==> config.mk <==
export PLATFORM = sky130hd
export DESIGN_NAME = seven_segment_decoder
export DESIGN_NICKNAME = d
export VERILOG_FILES = /design/src/rtl/seven_segment_decoder.sv
export SDC_FILE = /design/constraint.sdc
export NUM_CORES = 1
export LEC_CHECK = 0
export ABC_AREA = 1
export CAP_MARGIN = 20
export CORE_ASPECT_RATIO = 0.7
export CORE_MARGIN = 5
export CORE_UTILIZATION = 59
export DETAILED_ROUTE_END_ITERATION = 10
export GPL_TIMING_DRIVEN = 0
export PLACE_DENSITY_LB_ADDON = 0.25
export SKIP_LAST_GASP = 1
export SLEW_MARGIN = 10
export SYNTH_ARGS = -nofsm -noshare
export SYNTH_HDL_FRONTEND = slang
export SYNTH_SLANG_ARGS = --single-unit
==> constraint.sdc <==
create_clock -name i_Clk -period 2.6 [get_ports i_Clk]
set_clock_uncertainty 0.2 [all_clocks]
set_input_delay 0.39 -clock i_Clk [delete_from_list [all_inputs] [get_ports i_Clk]]
set_output_delay 0.39 -clock i_Clk [all_outputs]
set_load 0.02 [all_outputs]
==> src/rtl/seven_segment_decoder.sv <==
// Debounced seven-segment pattern reader: synchronizes the segment lines, waits for a
// pattern to hold STABLE_LIMIT clocks, then reports it as a hex digit, blank or error.

module seven_segment_decoder_chk (
  input logic i_Clk,
  input logic i_Reset,
  input logic i_Valid,
  input logic i_Error
);

  a_pulse_exclusive: assert property (@(posedge i_Clk) disable iff (i_Reset)
    !(i_Valid && i_Error));

  a_valid_single: assert property (@(posedge i_Clk) disable iff (i_Reset)
    i_Valid |=> !i_Valid);

  a_error_single: assert property (@(posedge i_Clk) disable iff (i_Reset)
    i_Error |=> !i_Error);

endmodule

module seven_segment_decoder #(
  parameter int STABLE_LIMIT = 250000,
  parameter bit ACTIVE_LOW   = 1'b0
) (
  input  logic       i_Clk,
  input  logic       i_Reset,
  input  logic [6:0] i_Segments,
  output logic [3:0] o_Binary_Num,
  output logic       o_Valid,
  output logic       o_Error,
  output logic       o_Blank,
  output logic [7:0] o_Valid_Count
);

  localparam int CW = (STABLE_LIMIT > 2) ? $clog2(STABLE_LIMIT) : 1;
  localparam logic [CW-1:0] C_ZERO = {CW{1'b0}};
  localparam logic [CW-1:0] C_ONE  = CW'(1);
  localparam logic [CW-1:0] C_LAST = CW'(STABLE_LIMIT - 2);
  localparam logic [CW-1:0] C_MAX  = CW'(STABLE_LIMIT - 1);
  localparam logic [6:0]    C_BLANK = 7'h00;

  typedef enum logic [1:0] {
    S_STABLE = 2'd0,
    S_SETTLE = 2'd1,
    S_COMMIT = 2'd2
  } state_t;

  // Returns {legal, digit}; digit is meaningless when legal is 0.
  function automatic logic [4:0] f_decode(input logic [6:0] pat);
    case (pat)
      7'h3F:   f_decode = {1'b1, 4'h0};
      7'h06:   f_decode = {1'b1, 4'h1};
      7'h5B:   f_decode = {1'b1, 4'h2};
      7'h4F:   f_decode = {1'b1, 4'h3};
      7'h66:   f_decode = {1'b1, 4'h4};
      7'h6D:   f_decode = {1'b1, 4'h5};
      7'h7D:   f_decode = {1'b1, 4'h6};
      7'h07:   f_decode = {1'b1, 4'h7};
      7'h7F:   f_decode = {1'b1, 4'h8};
      7'h6F:   f_decode = {1'b1, 4'h9};
      7'h77:   f_decode = {1'b1, 4'hA};
      7'h7C:   f_decode = {1'b1, 4'hB};
      7'h39:   f_decode = {1'b1, 4'hC};
      7'h5E:   f_decode = {1'b1, 4'hD};
      7'h79:   f_decode = {1'b1, 4'hE};
      7'h71:   f_decode = {1'b1, 4'hF};
      default: f_decode = {1'b0, 4'h0};
    endcase
  endfunction

  logic [6:0]    w_Pins;
  logic [6:0]    r_Sync1;
  logic [6:0]    r_Sync2;
  logic [6:0]    r_Candidate;
  logic [6:0]    r_Accepted;
  logic [CW-1:0] r_Count;
  state_t        r_State;
  state_t        w_Next_State;
  logic [6:0]    w_Candidate;
  logic [CW-1:0] w_Count;
  logic [4:0]    w_Dec;

  assign w_Pins = ACTIVE_LOW ? ~i_Segments : i_Segments;
  assign w_Dec  = f_decode(r_Candidate);

  // Two-flop synchronizer for the asynchronous segment lines.
  always_ff @(posedge i_Clk or posedge i_Reset) begin
    if (i_Reset) begin
      r_Sync1 <= 7'h00;
      r_Sync2 <= 7'h00;
    end else begin
      r_Sync1 <= w_Pins;
      r_Sync2 <= r_Sync1;
    end
  end

  // State, candidate and settle-counter registers.
  always_ff @(posedge i_Clk or posedge i_Reset) begin
    if (i_Reset) begin
      r_State     <= S_STABLE;
      r_Candidate <= 7'h00;
      r_Count     <= C_ZERO;
    end else begin
      r_State     <= w_Next_State;
      r_Candidate <= w_Candidate;
      r_Count     <= w_Count;
    end
  end

  // Next-state logic. The counter saturates at STABLE_LIMIT-1 on the edge that enters
  // S_COMMIT, so the pulse lands STABLE_LIMIT+2 edges after the pattern is first sampled.
  always_comb begin
    w_Next_State = r_State;
    w_Candidate  = r_Candidate;
    w_Count      = r_Count;
    case (r_State)
      S_STABLE: begin
        if (r_Sync2 != r_Accepted) begin
          w_Candidate  = r_Sync2;
          w_Count      = C_ZERO;
          w_Next_State = S_SETTLE;
        end else begin
          w_Next_State = S_STABLE;
        end
      end
      S_SETTLE: begin
        if (r_Sync2 == r_Accepted) begin
          w_Count      = C_ZERO;
          w_Next_State = S_STABLE;
        end else if (r_Sync2 != r_Candidate) begin
          w_Candidate  = r_Sync2;
          w_Count      = C_ZERO;
          w_Next_State = S_SETTLE;
        end else if (r_Count == C_LAST) begin
          w_Count      = C_MAX;
          w_Next_State = S_COMMIT;
        end else begin
          w_Count      = r_Count + C_ONE;
          w_Next_State = S_SETTLE;
        end
      end
      S_COMMIT: begin
        w_Next_State = S_STABLE;
      end
      default: begin
        w_Candidate  = 7'h00;
        w_Count      = C_ZERO;
        w_Next_State = S_STABLE;
      end
    endcase
  end

  // Commit: latch the accepted pattern and drive the registered outputs.
  always_ff @(posedge i_Clk or posedge i_Reset) begin
    if (i_Reset) begin
      r_Accepted    <= C_BLANK;
      o_Binary_Num  <= 4'h0;
      o_Valid       <= 1'b0;
      o_Error       <= 1'b0;
      o_Blank       <= 1'b1;
      o_Valid_Count <= 8'h00;
    end else begin
      o_Valid <= 1'b0;
      o_Error <= 1'b0;
      if (r_State == S_COMMIT) begin
        r_Accepted <= r_Candidate;
        if (r_Candidate == C_BLANK) begin
          o_Blank <= 1'b1;
        end else if (w_Dec[4]) begin
          o_Binary_Num  <= w_Dec[3:0];
          o_Valid       <= 1'b1;
          o_Blank       <= 1'b0;
          o_Valid_Count <= o_Valid_Count + 8'd1;
        end else begin
          o_Error <= 1'b1;
          o_Blank <= 1'b0;
        end
      end else begin
        r_Accepted <= r_Accepted;
      end
    end
  end

  seven_segment_decoder_chk u_chk (
    .i_Clk   (i_Clk),
    .i_Reset (i_Reset),
    .i_Valid (o_Valid),
    .i_Error (o_Error)
  );

endmodule

Word-level counts from Yosys, hierarchy flattened
Cells that the tools add are included.

Equality and inequality tests: 25. Bitwise logic cells: 2. Multiplexer cells: 22. Shift-type cells: 0. Magnitude comparators: 0. Multiply operators: 0. Reductions and logical operators: 5. Divide/modulo/power cells: 0. Add/sub/neg operators: 2.

Operator list (number): 7-bit == test, second input constant (12); 5-bit case mux with 16 select lines (1); 18-bit 2-to-1 mux (4); 18-bit case mux with 3 select lines (1); 7-bit 2-to-1 mux (3); 7-bit case mux with 3 select lines (1); 18-bit by 1-bit adder with 18-bit output, second input constant (1); 18-bit == test, second input constant (1); 7-bit by 3-bit == test with 1-bit output, second input constant (2); 7-bit by 6-bit == test with 1-bit output, second input constant (2); 7-bit inequality test (2); 8-bit by 1-bit adder with 8-bit output, second input constant (1); 1-bit 2-to-1 mux (8); 7-bit == test (1); 7-bit logical NOT (1); 2-bit 2-to-1 mux (3); 2-bit inequality test, second input constant (3); 2-bit case mux with 2 select lines (1); 4-bit AND reduction (1); 3-bit AND reduction (1); 2-bit by 1-bit == test with 1-bit output, second input constant (1); 2-bit == test, second input constant (1); 2-bit logical NOT (1); 1-bit inverter (2); 2-bit AND reduction (1).

ROM bits: 0. Word-level logic and storage cells: 67. Output and inout port bits: 15. Memories kept: 0. Bits in latches: 0. Memory bits (writable): 0. Register bits: 63. Input port bits: 9.

Logic depth before layout (Yosys ltp)
Depth in word-level cells: 5. Depth in mapped cells: 13. Depth with buffers taken out: 11.

Worst setup path before layout
No wires, ideal clock.

Path kind: reg2reg. Start: register r_Count[0]. End: register r_Count[14]. Library setup time: 0.117 ns. Setup slack: 0.826 ns. Buffers on the path: 0. Required time: 2.283 ns. Arrival time: 1.457 ns. Clock period less this slack: 1.774 ns. Cell stages (with the launch flop): 11. Cell sequence: dfrtp_1 ha_1 inv_1 nor2_2 nand2_1 nor2_4 nand2_1 o21ai_0 nand3_1 nand2_1 nand2_1.

Longest elaborated chain between the ends: 5. Elaborated cells on any way between the ends: 6. Classes of those cells: add/sub (1); eq/ne (1); mux (4).

RTL lines: start, declared (RTL line 77) `logic [CW-1:0] r_Count;`; start signal, assigned (RTL line 107) `r_Count <= w_Count;`; 18-bit by 1-bit adder with 18-bit output or 18-bit == test (tied branches) (RTL line 139, 135); 18-bit 2-to-1 mux (*) (RTL line 135) `end else if (r_Count == C_LAST) begin`; 18-bit 2-to-1 mux (*) (RTL line 131) `end else if (r_Sync2 != r_Candidate) begin`; 18-bit 2-to-1 mux (*) (RTL line 128) `if (r_Sync2 == r_Accepted) begin`; 18-bit case mux with 3 select lines (*) (RTL line 117) `case (r_State)`.

Mark *: on every way between the ends. The rest lies on a longest branch, timed or not. A chain may end at the register's enable or synchronous reset.

Worst setup path after layout
Same ends and word-level chain as after synthesis.

==> impl_metrics.yaml <==
floorplan:
  ioPinCount: 24
  num_rows: 23
  placeableCoreArea_um2: 5810
  dieArea_um2: 7790
  start_util_pct: 62.0
  die_h_um: 75.4
  die_w_um: 103
global_routing:
  grt_pass1_wl_mm: 14.0
  use_met3_pct: 5.40
  antenna_found_initial: 0
  grt_usage_pct: 23.2
  grt.busiest_layer: "met1"
  grt_start_max_net_pins: 64
  use_met2_pct: 34.0
  grt_util_met1_pct: 34.4
  gr-total-overflow: 0
  grt_pass1_vias: 2952
sta:
  slew_viol_final: 0
  worst_slack_ns: 0.509
  max_slew.worst_pin.slew_ns: 0.753
  post-route-period-util_pct: 80.4
  finalCriticalPeriod_ns: 2.09
  slew_headroom_pct: 49.8
  timing.fmax_mhz: 478
  setup_viol: 0
  rsz0062_at_grt: "no"
  hold_viol: 0
pwr:
  combPwrFrac_pct: 6.8
  internal-power_mw: 1.72
  p_leak_nw: 2.14
  power.clock.fraction_pct: 48.2
  power_frac_seq_pct: 45.1
  powerDensity_nw_per_um2: 538
  peakVddDrop_mv: 0.426
  finalPower_mw: 2.25
  p_switching_mw: 0.528
  switching_share_pct: 23.5
final_layout:
  regArea_um2: 1580
  multi_input_area_um2: 1760
  final_area_um2: 4180
  syn2layout_area_growth_pct: 16.1
  antenna_cells: 0
  n_fill_cell: 465
  drive_above_1_share_pct: 10.5
  nNetsFinal: 520
detailed_routing:
  ant_nets: 0
  drtPass1Iterations: 5
  drt-wirelength-per-cell_um: 13.6
  vias_per_cell: 5.42
  drt_iter0_markers: 284
  drt_wl_total_mm: 7.99
  route.vias.total: 3186
  drc: 0
logic_synthesis:
  ys_warn_count: 0
  ys_ff_latch: 63
  synth_top_area_cell: "dfrtp_1"
  synth_seq_area_share_pct: 43.8
  syn_inst: 474
  synth_top_area_share_pct: 43.1
  syn_nets: 486
  yosys.cell_types.count: 34
  synth_area_leaders: "dfrtp_1 (43%), nand2_1 (16%), nand3_1 (8.2%)"
  synthesis.area_um2: 3600
  synth-edff-count: 0
  yosys_most_used_dff: "dfrtp_1"
  ys_async_sr_fraction_pct: 100
  avgSynthCellArea_um2: 7.60
place:
  portBuffers: 23
  dpl_cell_area_um2: 3930
  dp_slack_ns: 0.539
  gp_congestion: 0.920
  place.detailed.hpwl_mm: 5.70
worst_setup_path:
  crit_required_ns: 2.64
  start_kind: "register"
  arrival_ns: 2.13
  cp_max_fo: 8
  crit_type: "register to register"
  endpoint_kind: "register"
cts:
  clk_pin_slew_ns: 0.07
  cts_max_path_buffers: 2
  clkLatencyLatePin_ns: 0.35
  post_cts_resize_count: 0
  cts-buffers-inserted: 9
  cts_tree: "done"
  clkSinkCount: 63
  cts_root_buffer: "clkbuf_8"
  h-tree-depth: 3
  post_cts_buffers: 0
  cts_hold_buffers: 0
status:
  status: "complete, no violations"
flow_run:
  maxCapViolCount: 0
hold_path:
  holdCritPathClass: "register to register"
==> area by class of cell <==
cell class	count	share of cell area [%]
multi-input cells	351	42.2
well taps	75	2.24
plain buffers	10	1.74
flip-flops and latches	63	37.7
clock buffers	10	3.29
repair buffers	23	5.51
clock inverters	6	2.75
inverters	50	4.55
==> per-layer routing <==
metal	part of all wire, %	vias to the layer above
met2	42	125
li1	-	1575
met1	49	1472
met5	0	-
met3	7.9	14
met4	1.4	0
==> flip-flops by register name (all words and copies together), names as in the netlist <==
name	count
r_Count	18
o_Valid_Count	8
r_Accepted	7
r_Candidate	7
r_Sync1	7
r_Sync2	7
o_Binary_Num	4
r_State	2
o_Blank	1
o_Error	1
o_Valid	1
==> layout by cell type (no fill, tap or decap), types with 2 or more instances in the layout <==
master           count
a31oi_1              2
buf_4                5
buf_6                2
bufinv_16            3
clkbuf_8            10
clkdlybuf4s50_1     23
dfrtp_1             62
ha_1                 3
inv_1               43
inv_2                5
inv_6                2
nand2_1            153
nand2_2              5
nand2_4              3
nand3_1             59
nand3_2              3
nand3_4              2
nand4_1             14
nor2_1              44
nor2_2               4
nor2_4               5
nor3_1               7
o21ai_0             11
o21ai_1              5
xnor2_1             14
xor2_1              10
==> worst paths after layout <==
path	endpoint	start	cells past startpoint	slack, ns
min in group asynchronous	o_Valid	i_Reset	2	0.32
worst min register to register	r_Sync2[5]	r_Sync1[5]	0	0.15
max in group asynchronous	r_Count[13]	i_Reset	2	1.37
worst min-delay path	r_Sync2[5]	r_Sync1[5]	0	0.15
worst max-delay path	r_Count[14]	r_Count[0]	10	0.51
worst max register to register	r_Count[14]	r_Count[0]	10	0.51
==> worst max-delay path, cell delays in order, from the launching register on <==
cell	delay, ns
dfrtp_1	0.52
ha_1	0.24
inv_1	0.06
nor2_2	0.16
nand2_1	0.15
nor2_4	0.18
nand2_1	0.12
o21ai_0	0.16
nand3_1	0.08
nand2_1	0.06
nand2_1	0.05
==> power groups by stage <==
stage	logic (mW)	clock network, mW	registers (mW)
2_1_floorplan	0.114	0	1.03
3_3_place_gp	0.149	0	1.03
3_5_place_dp	0.152	0	1.03
4_1_cts	0.153	1.10	1.01
5_1_grt	0.172	1.15	1.02
6_report	0.152	1.08	1.01
==> cells by family after synthesis <==
group                      Yosys count  share of synthesized area (%)
DFF                                 63                           43.8
xor gates and xnor gates            24                           5.84
buffers and inverters               60                           7.22
AOI/OAI and AO/OA                   20                           2.92
adders and majority gates            3                           1.04
and+or+nand+nor                    304                           39.2
==> per-stage QoR <==
stage / hold WS, ns / utilization (%) / cells / TNS, ns
finish: 0.151 / 71.9 / 588 / 0
global route: 0.160 / 71.9 / 588 / 0
CTS: 0.153 / 71.9 / 588 / 0
detailed placement: 0.135 / 67.6 / 572 / 0
global placement: 0.132 / 67.5 / 572 / -38.32
floorplan: 0.131 / - / 474 / 0
==> cell usage after synthesis, types with 3 or more instances <==
library cell	n
nor2_1	44
xnor2_1	14
nand2_1	153
o21ai_0	11
nand4_1	14
nor2_2	4
nor2_4	5
xor2_1	10
nand2_2	5
ha_1	3
inv_2	5
inv_1	44
nand3_1	59
buf_4	5
nand2_4	3
nand3_2	3
o21ai_1	5
nor3_1	7
dfrtp_1	62
No activity file was read; power rests on OpenSTA's default activity.
